==> src/rtl/scope_pkg.sv <==
`default_nettype none
// ============================================================================
//  Module   : scope_pkg
//  Purpose  : Shared screen/sample defaults, coordinate width, trace-writer
//             state encoding and small coordinate helpers.
//  Revision : 1.0 - initial release
// ============================================================================
package scope_pkg;

  localparam int c_SCREEN_WIDTH_DEF  = 640;
  localparam int c_SCREEN_HEIGHT_DEF = 480;
  localparam int c_SAMPLE_WIDTH_DEF  = 8;

  // Framebuffer coordinates are always 10 bits wide.
  localparam int c_COORD_W = 10;

  typedef logic [c_COORD_W-1:0] coord_t;

  typedef enum logic [2:0] {
    ST_IDLE        = 3'd0,
    ST_CLEAR_REQ   = 3'd1,
    ST_CLEAR_WAIT  = 3'd2,
    ST_WAIT_SAMPLE = 3'd3,
    ST_DRAW        = 3'd4,
    ST_DONE        = 3'd5
  } state_e;

  function automatic coord_t coord_min(input coord_t a, input coord_t b);
    return (a < b) ? a : b;
  endfunction

  function automatic coord_t coord_max(input coord_t a, input coord_t b);
    return (a < b) ? b : a;
  endfunction

endpackage
`default_nettype wire

==> src/rtl/trace_row_map.sv <==
`default_nettype none
// ============================================================================
//  Module   : trace_row_map
//  Purpose  : Combinational sample-to-row mapping. Sample 0 maps to the
//             bottom row; full scale approaches the top row.
//  Revision : 1.0 - initial release
// ============================================================================
module trace_row_map
  import scope_pkg::*;
#(
  parameter int SCREEN_HEIGHT = c_SCREEN_HEIGHT_DEF,
  parameter int SAMPLE_WIDTH  = c_SAMPLE_WIDTH_DEF
) (
  input  logic [SAMPLE_WIDTH-1:0] sample_i,
  output logic [c_COORD_W-1:0]    row_o
);

  // Product width large enough that sample*height never overflows.
  localparam int c_PROD_W = SAMPLE_WIDTH + $clog2(SCREEN_HEIGHT + 1);

  localparam logic [c_PROD_W-1:0] c_HEIGHT  = c_PROD_W'(SCREEN_HEIGHT);
  localparam logic [c_PROD_W-1:0] c_ROW_MAX = c_PROD_W'(SCREEN_HEIGHT - 1);

  logic [c_PROD_W-1:0] w_prod;
  logic [c_PROD_W-1:0] w_scaled;
  logic [c_PROD_W-1:0] w_row;

  // Scale at full width, flip so larger samples sit higher on screen, then trim.
  always_comb begin
    w_prod   = c_PROD_W'(sample_i) * c_HEIGHT;
    w_scaled = w_prod >> SAMPLE_WIDTH;
    w_row    = c_ROW_MAX - w_scaled;
    row_o    = c_COORD_W'(w_row);
  end

endmodule
`default_nettype wire

==> src/rtl/trace_writer.sv <==
`default_nettype none
// ============================================================================
//  Module   : trace_writer
//  Purpose  : Sweeps one frame of an oscilloscope trace into a 1-bit
//             framebuffer: clear, then per column accept one sample and draw
//             a vertical segment joining it to the previous column's row.
//  Revision : 1.0 - initial release
// ============================================================================
module trace_writer
  import scope_pkg::*;
#(
  parameter int SCREEN_WIDTH  = c_SCREEN_WIDTH_DEF,
  parameter int SCREEN_HEIGHT = c_SCREEN_HEIGHT_DEF,
  parameter int SAMPLE_WIDTH  = c_SAMPLE_WIDTH_DEF
) (
  input  logic                    clk,
  input  logic                    rst_n,
  input  logic                    trig,
  input  logic                    sample_valid,
  input  logic [SAMPLE_WIDTH-1:0] sample_data,
  output logic                    sample_ready,
  output logic [c_COORD_W-1:0]    write_h,
  output logic [c_COORD_W-1:0]    write_v,
  output logic                    write_data,
  output logic                    wren,
  output logic                    clear,
  input  logic                    clear_done,
  output logic                    busy,
  output logic                    frame_done
);

  localparam coord_t c_H_LAST = c_COORD_W'(SCREEN_WIDTH - 1);

  state_e state_q, state_d;
  coord_t h_q, h_d;             // current column
  coord_t y_prev_q, y_prev_d;   // row of the most recently accepted sample
  coord_t y_end_q, y_end_d;     // last (highest-numbered) row of the segment
  coord_t write_h_q, write_h_d;
  coord_t write_v_q, write_v_d; // doubles as the segment row counter

  coord_t w_y_cur;
  coord_t w_y_from;
  coord_t w_y_lo;
  coord_t w_y_hi;

  trace_row_map #(
    .SCREEN_HEIGHT (SCREEN_HEIGHT),
    .SAMPLE_WIDTH  (SAMPLE_WIDTH)
  ) u_row_map (
    .sample_i (sample_data),
    .row_o    (w_y_cur)
  );

  // The first column of a frame has no predecessor, so it draws a single point.
  assign w_y_from = (h_q == '0) ? w_y_cur : y_prev_q;
  assign w_y_lo   = coord_min(w_y_from, w_y_cur);
  assign w_y_hi   = coord_max(w_y_from, w_y_cur);

  // Sequencing: next state plus column/segment bookkeeping.
  always_comb begin
    state_d   = state_q;
    h_d       = h_q;
    y_prev_d  = y_prev_q;
    y_end_d   = y_end_q;
    write_h_d = write_h_q;
    write_v_d = write_v_q;
    case (state_q)
      ST_IDLE: begin
        if (trig) begin
          state_d = ST_CLEAR_REQ;
        end
      end
      ST_CLEAR_REQ: begin
        state_d = ST_CLEAR_WAIT;
      end
      ST_CLEAR_WAIT: begin
        if (clear_done) begin
          h_d     = '0;
          state_d = ST_WAIT_SAMPLE;
        end
      end
      ST_WAIT_SAMPLE: begin
        if (sample_valid) begin
          // Load the segment so its first pixel is presented next cycle.
          y_prev_d  = w_y_cur;
          y_end_d   = w_y_hi;
          write_h_d = h_q;
          write_v_d = w_y_lo;
          state_d   = ST_DRAW;
        end
      end
      ST_DRAW: begin
        if (write_v_q == y_end_q) begin
          if (h_q == c_H_LAST) begin
            state_d = ST_DONE;
          end else begin
            h_d     = h_q + 10'd1;
            state_d = ST_WAIT_SAMPLE;
          end
        end else begin
          write_v_d = write_v_q + 10'd1;
        end
      end
      ST_DONE: begin
        state_d = ST_IDLE;
      end
      default: begin
        state_d = ST_IDLE;
      end
    endcase
  end

  // State and datapath registers; reset abandons any frame in progress.
  always_ff @(posedge clk or negedge rst_n) begin
    if (!rst_n) begin
      state_q   <= ST_IDLE;
      h_q       <= '0;
      y_prev_q  <= '0;
      y_end_q   <= '0;
      write_h_q <= '0;
      write_v_q <= '0;
    end else begin
      state_q   <= state_d;
      h_q       <= h_d;
      y_prev_q  <= y_prev_d;
      y_end_q   <= y_end_d;
      write_h_q <= write_h_d;
      write_v_q <= write_v_d;
    end
  end

  // Status and strobes decode straight from the state register, so they
  // follow an asynchronous reset in the same cycle.
  assign sample_ready = (state_q == ST_WAIT_SAMPLE);
  assign wren         = (state_q == ST_DRAW);
  assign clear        = (state_q == ST_CLEAR_REQ);
  assign busy         = (state_q != ST_IDLE);
  assign frame_done   = (state_q == ST_DONE);
  assign write_data   = 1'b1;
  assign write_h      = write_h_q;
  assign write_v      = write_v_q;

endmodule
`default_nettype wire

==> config.mk <==
export PLATFORM = sky130hd
export DESIGN_NAME = trace_writer
export DESIGN_NICKNAME = d
export VERILOG_FILES = /design/src/rtl/scope_pkg.sv /design/src/rtl/trace_row_map.sv /design/src/rtl/trace_writer.sv
export SDC_FILE = /design/constraint.sdc
export NUM_CORES = 1
export LEC_CHECK = 0
export ABC_CLOCK_PERIOD_IN_PS = 5250
export CAP_MARGIN = 20
export CORE_ASPECT_RATIO = 0.5
export CORE_MARGIN = 1.5
export CORE_UTILIZATION = 50
export CTS_BUF_LIST = sky130_fd_sc_hd__clkbuf_8
export CTS_CLUSTER_SIZE = 8
export DETAILED_ROUTE_END_ITERATION = 8
export DONT_BUFFER_PORTS = 1
export GPL_ROUTABILITY_DRIVEN = 0
export PLACE_DENSITY = 0.65
export SLEW_MARGIN = 20
export SYNTH_ARGS = -nofsm -noshare
export SYNTH_HDL_FRONTEND = slang
export SYNTH_SLANG_ARGS = --single-unit
export TNS_END_PERCENT = 50
==> constraint.sdc <==
create_clock -name clk -period 5.25 [get_ports clk]
set_input_delay 1.575 -clock clk [delete_from_list [all_inputs] [get_ports clk]]
set_output_delay 1.575 -clock clk [all_outputs]
set_load 0.02 [all_outputs]
==> results of run 1 <==
-- kinds of logic after synthesis --
family / count (synthesis) / share of synthesized area
other: 1 / 0.000903
XOR/XNOR: 27 / 0.0623
multiplexers: 19 / 0.0485
AO/OA/AOI/OAI: 101 / 0.173
flip-flops: 53 / 0.319
AND/OR/NAND/NOR: 161 / 0.189
adder cells (fa/ha/maj): 39 / 0.141
buffers and inverters: 65 / 0.0663
-- what timing repair did --
item | 4_1_cts | 5_1_grt
gates resized for setup | 13 | 15
gates cloned | 0 | 0
setup buffers | 5 | 6
endpoints found under the setup margin | 20 | 20
pin swaps | 18 | 18
-- registers in the layout, indices dropped and copies added, names as in the netlist --
| name | flops |
|---|---|
| y_end_q | 10 |
| write_v | 10 |
| state_q | 3 |
| h_q | 10 |
| y_prev_q | 10 |
| write_h | 10 |
-- worst max path at each step --
stage                              start                     end  slack (ps)  cells past startpoint
final                     sample_data[2]  write_v[0]$_DFFE_PN0P_        -920                     24
after global routing      sample_data[2]  write_v[0]$_DFFE_PN0P_       -1120                     24
after CTS                 sample_data[0]  write_v[0]$_DFFE_PN0P_        -990                     24
after detailed placement  sample_data[2]  y_end_q[8]$_DFFE_PN0P_       -1350                     23
after global placement    sample_data[2]  write_v[0]$_DFFE_PN0P_       -1200                     22
after floorplan           sample_data[2]  write_v[2]$_DFFE_PN0P_       -1190                     23
-- critical path: cells and delay by family --
kind / cells / cell delay, ps
compound gates: 10 / 1520
fa+ha+maj: 4 / 1630
buf+inv: 4 / 450
mux: 1 / 320
simple gates: 5 / 900
-- metrics by stage --
stage / utilization / total power, W / setup slack [ps] / TNS, ps / instance area [um2]
finish: 0.624 / 0.00401 / -923 / -16080 / 5010
floorplan: - / 0.00259 / -1190 / -20700 / 4280
CTS: 0.609 / 0.00375 / -993 / -18110 / 4890
global route: 0.624 / 0.00431 / -1120 / -20210 / 5010
global placement: 0.588 / 0.00327 / -1200 / -22970 / 4720
detailed placement: 0.588 / 0.00333 / -1350 / -25730 / 4720
-- Yosys cell counts (all sizes together), types with 3 or more instances --
master	instances
a211oi	3
a21o	4
a21oi	19
a31oi	4
and2	4
and3	9
and4	3
buf	4
clkbuf	17
dfrtp	53
fa	13
ha	26
inv	43
mux2	6
mux2i	13
nand2	71
nand2b	3
nand3	10
nand4	8
nor2	29
nor2b	3
nor3	8
o211ai	3
o21ai	41
o221ai	4
o31ai	3
xnor2	15
xor2	12
-- power groups by stage --
| stage | Clock [W] | Combinational [W] | Sequential (W) |
|---|---|---|---|
| 2_1_floorplan | 0 | 0.00190 | 0.000690 |
| 3_3_place_gp | 0 | 0.00252 | 0.000758 |
| 3_5_place_dp | 0 | 0.00257 | 0.000763 |
| 4_1_cts | 0.000254 | 0.00275 | 0.000753 |
| 5_1_grt | 0.000266 | 0.00327 | 0.000779 |
| 6_report | 0.000244 | 0.00301 | 0.000753 |
-- layout make-up --
| type | instances | share of cell area |
|---|---|---|
| multi-input cells | 348 | 0.551 |
| repair buffers | 66 | 0.101 |
| inverters | 44 | 0.0365 |
| flip-flops and latches | 53 | 0.265 |
| clock buffers | 5 | 0.0137 |
| well taps | 112 | 0.0280 |
| clock inverters | 3 | 0.00524 |
-- per-layer routing --
metal,vias to the layer above,track usage,routed length (um)
met2,62,0.398,4440
met1,1597,0.282,4330
li1,1697,-,-
met4,0,0.0569,96
met5,-,0,0
met3,8,0.0300,320
==> metrics.md, run 1 <==
| Metric | Value |
|---|---|
| Status | `finished, violations left` |
| Violations in the final reports | `negative setup slack` |
| Slew Limit Fails | `0` |
| Vias in the first global route | `roughly 3400` |
| CP max FO | `5` |
| Post-CTS Hold Fix Bufs | `0` |
| DRT iter0 DRCs | `136` |
| Minimum clock period | `between 6000 and 7000 ps` |
| Setup Skew | `8.80 ps` |
| Non-Filler Instances | `around 630` |
| R2R Path End | `write_v[0]$_DFFE_PN0P_` |
| Final nets | `570` |
| Synth-to-layout area growth | `20.6%` |
| CP Class | `in2reg` |
| Net Count, Synth | `518` |
| Slew HR | `0.438` |
| Max-cap violations | `0` |
| Setup violators final | `20` |
| CTS Buf Count | `5` |
| Multi-input gate area | `~0.0028 mm2` |
| Gate power share | `0.751` |
| Hold Path Cell Cnt | `2` |
| R2R Setup Slk | `900 ps` |
| Post-Syn Area per Cell | `between 8 and 9 um2` |
| Final hold vios | `0` |
| Hold slack | `495 ps` |
| Post-Syn Area | `0.00415 mm2` |
| Synth top area share | `0.319` |
| Reg2Reg Depth | `17` |
| Antenna Cells | `0` |
| CTS Root Cell | `clkbuf_8` |
| PortBufs | `0` |
| R2R Path Start | `h_q[0]$_DFFE_PN0P_` |
| RSZ-0062 raised after global routing | `true` |
| CTS tree | `built` |
| All-Layer GR Usage | `0.219` |
| Vias per inst | `5.33` |
| Max Buffers Root-to-Sink | `2` |
| Asr flop ratio synth | `1.00` |
| DR vias | `3364` |
| Seq cells post-synth | `53` |
| Slowest-stage cell, CP | `fa_1` |
| # IOs | `39` |
| Reg area | `0.00133 mm2` |
| Final Cycle Share | `1.18` |
| Sequential power share | `0.188` |
| Clock transition at the registers of the reported paths | `110 ps` |
| Pint | `0.00220 W` |
| Worst Hold Path EP | `y_prev_q[6]$_DFFE_PN0P_` |
| Switching power | `0.00181 W` |
| Clock network power share | `0.061` |
| Clock sinks | `53` |
| Register area share after synthesis | `0.319` |
| Cells after Synth | `466` |
| Placed cells | `612` |
| Crit-path cells | `fa_1 -> inv_2 -> fa_1 -> fa_2 -> and2b_1 -> o2111ai_2 -> nand4_1 -> o311ai_4 -> buf_4 -> and3_4 -> or2_4 -> inv_4 -> o21ai_4 -> ha_4 -> a2111oi_4 -> o21ai_2 -> o221a_4 -> o31ai_4 -> nor2_2 -> a211oi_4 -> buf_4 -> o211ai_4 -> mux2_4 -> a32oi_1` |
| Core Rows | `23` |
| Gr ovfl total | `0` |
| Routed Antenna Nets | `0` |
| Worst Setup End Kind | `flip-flop` |
| Die Wd | `132 um` |
| Sw frac | `0.452` |
| DR WL/cell | `14.6 um` |
| Drt pass-1 iters | `4` |
| DIE AREA | `0.00890 mm2` |
| Die height | `slightly below 70 um` |
| Leakage | `between 2 and 2.5 nW` |
| Initial antenna violation count | `0` |
| CP max stage delay | `560 ps` |
| H-tree depth | `2` |
| Pwr dens | `800 mW/mm2` |
| First-pass GRT wire length | `15700 um` |
| EDFF count, synth | `0` |
| Initial Util | `0.517` |
| Pin count of the biggest net entering global routing | `54` |
| Core area | `0.00803 mm2` |
| DP Wirelength | `7000 um` |
| Wirelength, routed | `9180 um` |
| Unique masters post-synth | `73` |
| Skew-Pair Late Insertion Delay | `310 ps` |
| Commonest cells after routing, fill and taps aside | `nand2_1 (71), buf_4 (64), dfrtp_1 (53)` |
| Hold Crit Class | `reg2reg` |
| Layout cells sized above 1 | `0.258` |
| CP required | `5480 ps` |
| Final setup margin | `-923 ps` |
| Fill count | `roughly 660` |
| Fmax | `162 MHz` |
| Ys flop type | `dfrtp_1` |
| Area leader, netlist | `dfrtp_1` |
| Synth warn | `0` |
| DRC | `0` |
| Hold Crit Start | `y_prev_q[6]$_DFFE_PN0P_` |
| CP Launch Type | `input pin` |
| Top cells by area in the synthesized netlist | `dfrtp_1 (32%), ha_1 (7.8%), nand2_1 (6.4%), fa_1 (6.3%), inv_1 (3.9%)` |
| Worst Tran Pin Value | `841 ps` |
| Commonest non-fill, non-tap cell in the layout | `nand2_1` |
| Worst Path Arrival | `6400 ps` |
| Max VDD drop | `approximately 0.52 mV` |
Power figures use the tool's default switching activity.
==> inputs of run 2 (changes only) <==
--- a/config.mk
+++ b/config.mk
@@ -6,7 +6,6 @@
 export NUM_CORES = 1
 export LEC_CHECK = 0
 export ABC_CLOCK_PERIOD_IN_PS = 5250
-export CAP_MARGIN = 20
 export CORE_ASPECT_RATIO = 0.5
 export CORE_MARGIN = 1.5
 export CORE_UTILIZATION = 50
@@ -20,4 +19,3 @@
 export SYNTH_ARGS = -nofsm -noshare
 export SYNTH_HDL_FRONTEND = slang
 export SYNTH_SLANG_ARGS = --single-unit
-export TNS_END_PERCENT = 50
==> constraint.sdc (replaced) <==
create_clock -name clk -period 5.25 [get_ports clk]
set_input_delay 1.05 -clock clk [delete_from_list [all_inputs] [get_ports clk]]
set_output_delay 1.05 -clock clk [all_outputs]
set_load 0.02 [all_outputs]
==> run 2 against run 1 <==
Effect of this change: the flow still finishes with violations (negative setup slack); design area is 0.45% higher; worst hold slack worse by 83 ps; via count is 1.2% higher; critical path type unchanged; largest cell class unchanged.
==> metrics.md, run 2 (same netlist as run 1, synthesis figures left out) <==
| Metric | Value |
|---|---|
| DR vias | `3406 (+1.2%)` |
| Hold Crit Class | `in2async` |
| Minimum clock period | `5550 ps (-623 ps)` |
| Synth-to-layout area growth | `21.2%` |
| DRT iter0 DRCs | `194 (+43%)` |
| CP Class | `in2reg` |
| # IOs | `39 (unchanged)` |
| Final hold vios | `0 (unchanged)` |
| CP Launch Type | `input pin` |
| CTS tree | `built` |
| CTS Buf Count | `5 (unchanged)` |
| PortBufs | `0 (unchanged)` |
| Slew HR | `0.485 (+0.0465)` |
| DRC | `0 (unchanged)` |
| Clock transition at the registers of the reported paths | `110 ps (about the same)` |
| Worst Path Arrival | `5770 ps (-630 ps)` |
| Commonest cells after routing, fill and taps aside | `nand2_1 (71), buf_4 (62), dfrtp_1 (53)` |
| Setup violators final | `19 (-5.0%)` |
| RSZ-0062 raised after global routing | `true` |
| Max Buffers Root-to-Sink | `2 (unchanged)` |
| Die Wd | `132 um (unchanged)` |
| Routed Antenna Nets | `0 (unchanged)` |
| Initial antenna violation count | `0 (unchanged)` |
| Vias per inst | `5.40 (+1.2%)` |
| CP required | `5470 ps (about the same)` |
| Setup Skew | `7.56 ps (-1.24 ps)` |
| Worst Setup End Kind | `flip-flop` |
| Final core utilization | `0.627 (+0.00281)` |
| Pin count of the biggest net entering global routing | `54 (unchanged)` |
| Place WS | `-758 ps (+594 ps)` |
| DR WL/cell | `14.6 um (+0.41%)` |
| All-Layer GR Usage | `0.215 (-0.00371)` |
| Gr ovfl total | `0 (unchanged)` |
| Slowest-stage cell, CP | `fa_1` |
| Post-CTS Hold Fix Bufs | `0 (unchanged)` |
| CTS Root Cell | `clkbuf_8` |
| First-pass GRT wire length | `15500 um (-1.2%)` |
| H-tree depth | `2 (unchanged)` |
| Buf+Inv Stages, Crit Path | `4 (unchanged)` |
| Layout cells sized above 1 | `0.270 (+0.0116)` |
| Clock sinks | `53 (unchanged)` |
| Wirelength, routed | `9220 um (+0.41%)` |
| Die height | `67.5 um (unchanged)` |
| DIE AREA | `0.00890 mm2 (unchanged)` |
| Final nets | `570 (unchanged)` |
| Violations in the final reports | `negative setup slack` |
| Skew-Pair Late Insertion Delay | `310 ps (about the same)` |
| Antenna Cells | `0 (unchanged)` |
| Fmax | `180 MHz (+11%)` |
| Hold slack | `412 ps (-82.6 ps)` |
| CP max stage delay | `530 ps (-30 ps)` |
| Commonest non-fill, non-tap cell in the layout | `nand2_1` |
| Max-cap violations | `0 (unchanged)` |
| CP delay by family, top | `compound AO/OA/AOI/OAI gates` |
| Slew Limit Fails | `0 (unchanged)` |
| Drt pass-1 iters | `4 (unchanged)` |
| Core area | `0.00803 mm2 (unchanged)` |
| CP max FO | `5 (unchanged)` |
| Fill count | `671 (+1.5%)` |
| Initial Util | `0.517 (unchanged)` |
| Final setup margin | `-300 ps (+623 ps)` |
| Final Cycle Share | `1.06 (-0.119)` |
| Worst Tran Pin Value | `771 ps (-69.9 ps)` |
| Status | `finished, violations left` |
| DP Wirelength | `6870 um (-1.8%)` |
| Crit-path cells | `clkinvlp_4 -> fa_1 -> fa_1 -> inv_2 -> ha_4 -> and2b_1 -> o2111ai_2 -> and2_4 -> o311ai_4 -> buf_4 -> and3_4 -> or2_4 -> inv_4 -> o21ai_4 -> ha_4 -> a2111oi_4 -> o21ai_2 -> o221a_4 -> o31ai_4 -> nor2_2 -> a211oi_4 -> o211ai_4 -> mux2_4 -> a221oi_2` |
| Vias in the first global route | `3350 (-0.48%)` |
| Core Rows | `23 (unchanged)` |
-- run 2: cell count changes in the layout (fill, tap and decap cells not counted), moves of 2 or more --
cell / delta
buf_6: +3
mux2i_1: -3
mux2i_2: +3
o21ai_2: +3
buf_4: -2
o21ai_1: -2
-- run 2: area by class of cell --
type                       instances  area, um2  share of cell area
sequential                        53       1330               0.263
clock inverter                     3       26.3             0.00522
multi-input combinational        348       2780               0.552
clock buffer                       5       68.8              0.0137
inverter                          44        183              0.0363
tap                              112        140              0.0278
timing repair buffer              66        510               0.101
-- run 2: final timing paths --
kind	from	cells past startpoint	slack, ps	end
worst max register to register	h_q[0]$_DFFE_PN0P_	17	820	write_v[2]$_DFFE_PN0P_
worst max-delay path	sample_data[3]	24	-300	write_v[2]$_DFFE_PN0P_
min in group clk	y_prev_q[6]$_DFFE_PN0P_	2	500	y_prev_q[6]$_DFFE_PN0P_
worst min-delay path	rst_n	0	410	state_q[0]$_DFFE_PN0P_
max in group asynchronous	rst_n	0	4720	y_end_q[1]$_DFFE_PN0P_
worst min register to register	y_prev_q[6]$_DFFE_PN0P_	2	500	y_prev_q[6]$_DFFE_PN0P_
-- run 2: worst register-to-register path, stage by stage (launching register included) --
cell and delay (ps):
dfrtp_1 410, inv_1 130, ha_1 160, nor4b_1 300
nand3_1 630, buf_4 410, a21oi_1 190, inv_1 60
ha_1 210, a2111oi_4 310, o21ai_2 140, o221a_4 250
o31ai_4 70, nor2_2 80, a211oi_4 260, o211ai_4 170
mux2_4 330, a221oi_2 230
-- run 2: timing repair --
item / CTS / global route
setup endpoints to repair: 20 / 20
pin swaps: 17 / 10
setup buffers: 6 / 4
gates resized for setup: 23 / 10
-- run 2: through the flow --
stage | cells | area [um2] | setup TNS, ps
6_report | 631 | 5030 | -4070
5_1_grt | 631 | 5030 | -7790
4_1_cts | 627 | 4960 | -5110
3_5_place_dp | 613 | 4730 | -13950
3_3_place_gp | 613 | 4730 | -11580
2_1_floorplan | 466 | 4280 | -10150
-- run 2: routing by layer --
layer | GRT usage | share of wire | routed length [um]
met1 | 0.275 | 0.47 | 4330
met2 | 0.390 | 0.48 | 4450
met3 | 0.0293 | 0.033 | 302
met4 | 0.0639 | 0.014 | 129
met5 | 0 | 0 | 0
Power of run 2 is not shown: default switching activity piles up to over one toggle a cycle in this logic, so the estimate is an artifact.
